[src/rtl/alu_op_sequencer_if.sv]
// Request, ALU and result bundle of the ALU operation sequencer.
// The master modport is the sequencer; slave is the requester/ALU/consumer side.
interface alu_op_sequencer_if;
    logic        req_valid;
    logic        req_ready;
    logic [3:0]  req_op;
    logic [31:0] req_a;
    logic [31:0] req_b;
    logic [31:0] alu_a;
    logic [31:0] alu_b;
    logic [12:0] alu_ctl;
    logic [63:0] alu_result;
    logic        done_valid;
    logic        done_ready;
    logic [31:0] z_lo;
    logic [31:0] z_hi;
    logic        err_op;
    logic        busy;

    modport master (
        input  req_valid, req_op, req_a, req_b, alu_result, done_ready,
        output req_ready, alu_a, alu_b, alu_ctl, done_valid, z_lo, z_hi, err_op, busy
    );

    modport slave (
        output req_valid, req_op, req_a, req_b, alu_result, done_ready,
        input  req_ready, alu_a, alu_b, alu_ctl, done_valid, z_lo, z_hi, err_op, busy
    );
endinterface

[src/rtl/alu_op_sequencer.sv]
// Issues one ALU op at a time: IDLE accepts, EXEC holds one-hot control for the op latency, DONE holds the result.
// Optional feature: define DIV_ZERO_CHK_EN to short-circuit DIV by zero into an error result.
module alu_op_sequencer #(
    parameter int MULDIV_CYCLES = 32,
    parameter int SIMPLE_CYCLES = 1
) (
    input  logic               clock,
    input  logic               clear,
    alu_op_sequencer_if.master bus
);
    localparam int MAX_CYCLES = (MULDIV_CYCLES > SIMPLE_CYCLES) ? MULDIV_CYCLES : SIMPLE_CYCLES;
    localparam int CNT_W      = $clog2(MAX_CYCLES + 1);
    localparam logic [3:0] OP_MUL  = 4'd6;
    localparam logic [3:0] OP_DIV  = 4'd7;
    localparam logic [3:0] OP_LAST = 4'd12;

    typedef enum logic [1:0] {IDLE, EXEC, DONE} state_t;

    state_t            state_reg, state_next;
    logic [3:0]        op_reg;
    logic [CNT_W-1:0]  cnt_reg;
    logic [31:0]       alu_a_reg, alu_b_reg;
    logic [31:0]       z_hi_reg, z_lo_reg;
    logic              err_reg;
    logic [12:0]       ctl_onehot;
    logic              accept, illegal_op, div_zero, exec_last, is_muldiv;

    assign accept     = (state_reg == IDLE) && bus.req_valid;
    assign illegal_op = bus.req_op > OP_LAST;
    assign is_muldiv  = (bus.req_op == OP_MUL) || (bus.req_op == OP_DIV);
    assign exec_last  = (cnt_reg == '0);

`ifdef DIV_ZERO_CHK_EN
    assign div_zero = (bus.req_op == OP_DIV) && (bus.req_b == 32'd0);
`else
    assign div_zero = 1'b0;
`endif

    always_ff @(posedge clock) begin
        if (clear) begin
            state_reg <= IDLE;
        end else begin
            state_reg <= state_next;
        end
    end

    always_comb begin
        state_next = state_reg;
        case (state_reg)
            IDLE: begin
                if (bus.req_valid) begin
                    // Ops with no ALU work skip EXEC and present their result next cycle
                    state_next = (illegal_op || div_zero) ? DONE : EXEC;
                end
            end
            EXEC: begin
                if (exec_last) begin
                    state_next = DONE;
                end
            end
            DONE: begin
                if (bus.done_ready) begin
                    state_next = IDLE;
                end
            end
            default: state_next = IDLE;
        endcase
    end

    always_ff @(posedge clock) begin
        if (clear) begin
            op_reg    <= '0;
            cnt_reg   <= '0;
            alu_a_reg <= '0;
            alu_b_reg <= '0;
            z_hi_reg  <= '0;
            z_lo_reg  <= '0;
            err_reg   <= 1'b0;
        end else if (accept) begin
            alu_a_reg <= bus.req_a;
            alu_b_reg <= bus.req_b;
            op_reg    <= bus.req_op;
            cnt_reg   <= is_muldiv ? CNT_W'(MULDIV_CYCLES - 1) : CNT_W'(SIMPLE_CYCLES - 1);
            if (illegal_op) begin
                z_hi_reg <= '0;
                z_lo_reg <= '0;
                err_reg  <= 1'b1;
            end else if (div_zero) begin
                z_hi_reg <= bus.req_a;
                z_lo_reg <= 32'hFFFF_FFFF;
                err_reg  <= 1'b1;
            end
        end else if (state_reg == EXEC) begin
            if (exec_last) begin
                z_hi_reg <= bus.alu_result[63:32];
                z_lo_reg <= bus.alu_result[31:0];
                err_reg  <= 1'b0;
            end else begin
                cnt_reg <= cnt_reg - 1'b1;
            end
        end
    end

    // Illegal opcodes never reach EXEC, so a plain decode of op_reg is one-hot
    generate
        for (genvar gi = 0; gi < 13; gi++) begin : g_ctl
            assign ctl_onehot[gi] = (state_reg == EXEC) && (op_reg == 4'(gi));
        end
    endgenerate

    assign bus.req_ready  = (state_reg == IDLE);
    assign bus.busy       = (state_reg != IDLE);
    assign bus.done_valid = (state_reg == DONE);
    assign bus.alu_ctl    = ctl_onehot;
    assign bus.alu_a      = alu_a_reg;
    assign bus.alu_b      = alu_b_reg;
    assign bus.z_hi       = z_hi_reg;
    assign bus.z_lo       = z_lo_reg;
    assign bus.err_op     = err_reg;
endmodule

[src/flat_wrapper.sv]
// flat-port wrapper written by rule: the top's interface ports become plain ports
module alu_op_sequencer_flat 
#(
    parameter int MULDIV_CYCLES = 32,
    parameter int SIMPLE_CYCLES = 1
)
  (clock, clear, bus_req_valid, bus_req_op, bus_req_a, bus_req_b, bus_alu_result, bus_done_ready, bus_req_ready, bus_alu_a, bus_alu_b, bus_alu_ctl, bus_done_valid, bus_z_lo, bus_z_hi, bus_err_op, bus_busy);
  alu_op_sequencer_if bus_i ();
  input  logic clock;
  input  logic clear;
  input wire logic [$bits(bus_i.req_valid)-1:0] bus_req_valid;
  input wire logic [$bits(bus_i.req_op)-1:0] bus_req_op;
  input wire logic [$bits(bus_i.req_a)-1:0] bus_req_a;
  input wire logic [$bits(bus_i.req_b)-1:0] bus_req_b;
  input wire logic [$bits(bus_i.alu_result)-1:0] bus_alu_result;
  input wire logic [$bits(bus_i.done_ready)-1:0] bus_done_ready;
  output wire logic [$bits(bus_i.req_ready)-1:0] bus_req_ready;
  output wire logic [$bits(bus_i.alu_a)-1:0] bus_alu_a;
  output wire logic [$bits(bus_i.alu_b)-1:0] bus_alu_b;
  output wire logic [$bits(bus_i.alu_ctl)-1:0] bus_alu_ctl;
  output wire logic [$bits(bus_i.done_valid)-1:0] bus_done_valid;
  output wire logic [$bits(bus_i.z_lo)-1:0] bus_z_lo;
  output wire logic [$bits(bus_i.z_hi)-1:0] bus_z_hi;
  output wire logic [$bits(bus_i.err_op)-1:0] bus_err_op;
  output wire logic [$bits(bus_i.busy)-1:0] bus_busy;
  assign bus_i.req_valid = bus_req_valid;
  assign bus_i.req_op = bus_req_op;
  assign bus_i.req_a = bus_req_a;
  assign bus_i.req_b = bus_req_b;
  assign bus_i.alu_result = bus_alu_result;
  assign bus_i.done_ready = bus_done_ready;
  assign bus_req_ready = bus_i.req_ready;
  assign bus_alu_a = bus_i.alu_a;
  assign bus_alu_b = bus_i.alu_b;
  assign bus_alu_ctl = bus_i.alu_ctl;
  assign bus_done_valid = bus_i.done_valid;
  assign bus_z_lo = bus_i.z_lo;
  assign bus_z_hi = bus_i.z_hi;
  assign bus_err_op = bus_i.err_op;
  assign bus_busy = bus_i.busy;
  alu_op_sequencer #(.MULDIV_CYCLES(MULDIV_CYCLES), .SIMPLE_CYCLES(SIMPLE_CYCLES)) u_core (.clock(clock), .clear(clear), .bus(bus_i));
endmodule
[config.mk]
export PLATFORM = sky130hd
export DESIGN_NAME = alu_op_sequencer_flat
export DESIGN_NICKNAME = d
export VERILOG_FILES = /design/src/rtl/alu_op_sequencer_if.sv /design/src/rtl/alu_op_sequencer.sv /design/src/flat_wrapper.sv
export SDC_FILE = /design/constraint.sdc
export NUM_CORES = 1
export LEC_CHECK = 0
export CAP_MARGIN = 15
export CORE_UTILIZATION = 41
export CTS_CLUSTER_DIAMETER = 60
export DETAILED_ROUTE_END_ITERATION = 8
export PLACE_DENSITY = 0.85
export SYNTH_ARGS = -nofsm -noshare
export SYNTH_HDL_FRONTEND = slang
export SYNTH_SLANG_ARGS = --single-unit
[constraint.sdc]
create_clock -name clock -period 5.2 [get_ports clock]
set_clock_uncertainty 0.15 [all_clocks]
set_input_delay 1.04 -clock clock [delete_from_list [all_inputs] [get_ports clock]]
set_output_delay 1.04 -clock clock [all_outputs]
set_load 0.03 [all_outputs]
**Yosys cells after proc, flatten, opt, wreduce, memory -nomap -nowiden**

Cells that the tools add are included.
Widths: inputs -> output; s select.

- Add/subtract/negate cells: 1
- $lt $le $gt $ge: 1
- Equal/unequal tests: 21
- Muxes and demuxes: 20
- Reductions and logical operators: 24

Operator list:

| kind | number |
|---|---|
| $mux 32 | 7 |
| $eq 4x3->1 const B | 6 |
| $eq 4x4->1 const B | 5 |
| $mux 6 | 3 |
| $logic_and 1x1->1 | 14 |
| $eq 4x2->1 const B | 2 |
| $mux 2 | 4 |
| $logic_not 6->1 | 1 |
| $ne 2x2->1 const B | 3 |
| $pmux 2 s3 | 1 |
| $reduce_and 3->1 | 2 |
| $reduce_bool 2->1 | 3 |
| $sub 6x1->6 const B | 1 |
| $mux 5 | 1 |
| $eq 4x1->1 const B | 1 |
| $gt 4x4->1 const B | 1 |
| $logic_not 4->1 | 1 |
| $mux 1 | 4 |
| $ne 2x1->1 const B | 2 |
| $eq 2x1->1 const B | 1 |
| $eq 2x2->1 const B | 1 |
| $logic_not 2->1 | 1 |
| $reduce_and 2->1 | 1 |
| $logic_or 1x1->1 | 1 |

- Register bits: 141
- Output and inout port bits: 145

**Longest topological paths before layout**

- Depth after elaboration: 4
- Gate-level depth with buffers: 8
- Mapped depth without buffers: 6

**Worst setup path before layout**

No wires, ideal clock.

- Path kind: register to output
- From: reg u_core.state_reg[0]
- To: out bus_alu_ctl[8]
- Data arrival time: 1573 ps
- Required time: 4010 ps
- Slack: 2437 ps
- Stages on the path, launching flop included: 5
- Path through: dfxtp_1 -> buf_2 -> nor2b_1 -> nand3b_1 -> nor3_1

- Cells in the longest elaborated chain, start to end: 2

RTL lines:

| what | RTL line | text |
|---|---|---|
| start: declaration | alu_op_sequencer.sv:19 | `state_t state_reg, state_next;` |
| start signal: assignment | alu_op_sequencer.sv:43 | `state_reg <= state_next;` |
| $eq 2x1->1 | alu_op_sequencer.sv:107 | `assign ctl_onehot[gi] = (state_reg == EXEC) && (op_reg == 4'(gi));` |
| $logic_and 1x1->1 | alu_op_sequencer.sv:107 |  |
| end: declaration | flat_wrapper.sv:20 | `output wire logic [$bits(bus_i.alu_ctl)-1:0] bus_alu_ctl;` |

No other way between the ends.

**Worst setup path after layout**

- From: reg u_core.state_reg[0]
- To: out bus_alu_ctl[0]

Same word-level chain as after synthesis.

==> impl_results.md <==
- Final hold slack: 302 ps
- Worst-path fanout max: 14
- Outcome: complete, but fails checks
- Share of layout cells above drive strength 1: 0.0546
- Number of synthesized flops with an enable pin: 0
- Post-Syn Instances: 528
- Pwr dens: 406 mW/mm^2
- Peak Freq: about 0.26 GHz
- Slew headroom: 0.496
- Number of gates resized after CTS: 0
- Antenna violations before repair: 0
- RSZ-0062 raised after global routing: false
- Clk sinks: between 100 and 150
- Register area share after synthesis: 0.575
- Async SR Flop Fraction: 0
- GPL Wtd Cong: 0.819
- Final worst setup slack: 1410 ps
- Clk Latency, worst-skew pair: 410 ps
- Die Footprint: 0.0124 mm^2
- MaxCap Viol Count: 0
- TritonCTS clock tree: done
- Critical Path RT: 4010 ps
- Actual slew at the worst max-slew pin: ~760 ps
- Worst Setup SP: u_core.state_reg[0]
- Synthesized area: between 0.004 and 0.005 mm^2
- Initial Utilization: 0.425
- Violated checks: DRC
- Die width: between 100 and 150 um
- GRT Overall Usage: 0.250
- Root Buffer Master: clkbuf_16
- Synth top cells by count: dfxtp_1 (141), nand2_1 (141), a21oi_1 (72)
- Crit path launch type: flop
- Hold_buf cts: 0
- CTS HTree Levels: 4
- Worst vdd ir: 0.000400 V
- Antenna cells: 0
- Buffer depth of the longest clock path: 2
- Port Buffers: 280
- Worst Path Arrival: 2600 ps
- Final Max Tran Viols: 0
- Vias per cell: 5.13
- Storage element area: 0.00282 mm^2
- DP Worst Slack: approximately 1900 ps
- Fin. Hold Viols: 0
- Net Count, Synth: 666
- Pin count of the biggest net entering global routing: 74
- Crit path kind: reg -> out
- DRC: 20
- GRT overflow: 0
- Synth Warn #: 0
- Non-filler instance count after layout: roughly 950
- Fin Setup TNS: 0 ps
- DR WL/cell: 16.4 um
- Fillers: 802
- Worst R2R Start: u_core.cnt_reg[3]
- Flops & latches, synth: 141
- Synth Flop Type: dfxtp_1
- Rows: 39
- Synth top area share: 0.575
- Leakage: about 3.2 nW
- Initial DRC count: about 370
- Dpl hpwl: roughly 11,000 um
- Die H: 111 um
- Part of the cycle the worst path needs: 0.729
- Minimum clock period: around 3800 ps
- Critical Path Sink Type: output port
- Final net count: 931
- Mean Syn Cell Area: 9.30 um^2
- Number of setup buffers added after CTS: 0
- Worst-path clk slew: 60 ps
- WL final: about 16,000 um
- First-pass GRT wire length: approximately 24,000 um
- Vias in the first global route: approximately 4,900
- Setup Viol. Count Final: 0
- Unique cell type count in the Yosys netlist: 36
- Multi-input logic area: 0.00187 mm^2
- Area Overhead vs Synth: 70.6%
- Core Footprint: 0.0116 mm^2
- Top cells by area, synth: dfxtp_1 (57%), a22o_1 (11%), nand2_1 (11%)
- Total clock buffers created by CTS: 17
- Routed Antenna Nets: 0
- Top-level I/O count: 281
- Worst hold path class: reg -> reg
- Dpl cells: 917
- Via count: 4,873
- DRT Pass-1 Iters: 9
- HP Start: u_core.bus.alu_b[0]
- Cell taking the most area after synthesis: dfxtp_1
-- final cells by class --
cell class,instances,share of cell area
Clock buffer,19,0.0517
Clock inverter,13,0.0255
Inverter,5,0.00224
Multi-Input combinational cell,342,0.223
Sequential cell,141,0.337
Tap cell,143,0.0214
Timing Repair Buffer,286,0.339
-- final timing paths --
path / depth (start not counted) / slack [ps] / end
min: 2 / 300 / u_core.bus.alu_b[0]
max reg2reg: 5 / 2900 / u_core.bus.z_hi[12]
min reg2reg: 2 / 300 / u_core.bus.alu_b[0]
max: 4 / 1410 / bus_alu_ctl[0]
-- worst max-delay path, stage by stage (launching register included) --
cell and delay (ps):
dfxtp_1 570, nand2b_1 250, or3_1 430, nor3_1 220, clkdlybuf4s50_1 710
-- kinds of logic (layout without fill, tap and decap cells) --
group	after synthesis	count (layout)	share of synthesized area
AND/OR/NAND/NOR	185	185	0.157
AO/OA/AOI/OAI	154	154	0.214
flip-flops	141	141	0.575
buffers and inverters	45	323	0.0471
adder cells (fa/ha/maj)	2	2	0.00509
multiplexers	1	1	0.00229
-- cell usage in the layout (no fill, tap or decap), types with 3 or more instances in the layout --
master,count
clkbuf_16,17
a21oi_1,72
clkinv_4,4
dfxtp_1,141
buf_4,6
nand2b_1,3
clkdlybuf4s50_1,279
nor2_1,15
nor3_1,7
nand2_1,141
nor2b_1,4
a22o_1,64
o21ai_0,5
bufinv_16,5
inv_1,5
-- per-stage QoR --
step	area (um^2)	power (mW)	utilization
6_report	8380	3.40	0.725
2_1_floorplan	4910	1.74	-
3_3_place_gp	7730	2.08	0.669
5_1_grt	8380	3.53	0.725
3_5_place_dp	7730	2.10	0.669
4_1_cts	8380	3.42	0.725
-- per-layer routing --
| layer | vias up | wire length [um] | track usage |
|---|---|---|---|
| li1 | 2355 | - | - |
| met2 | 213 | 8060 | 0.461 |
| met3 | 23 | 1500 | 0.109 |
| met5 | - | 0 | 0 |
| met4 | 0 | 284 | 0.0883 |
| met1 | 2282 | 5760 | 0.248 |
-- power by group --
group | internal [mW] | total (mW) | switching (mW)
sequential | 1.19 | 1.26 | 0.0713
combinational | 0.358 | 0.825 | 0.468
clock | 0.854 | 1.31 | 0.458
Power figures use the tool's default switching activity.
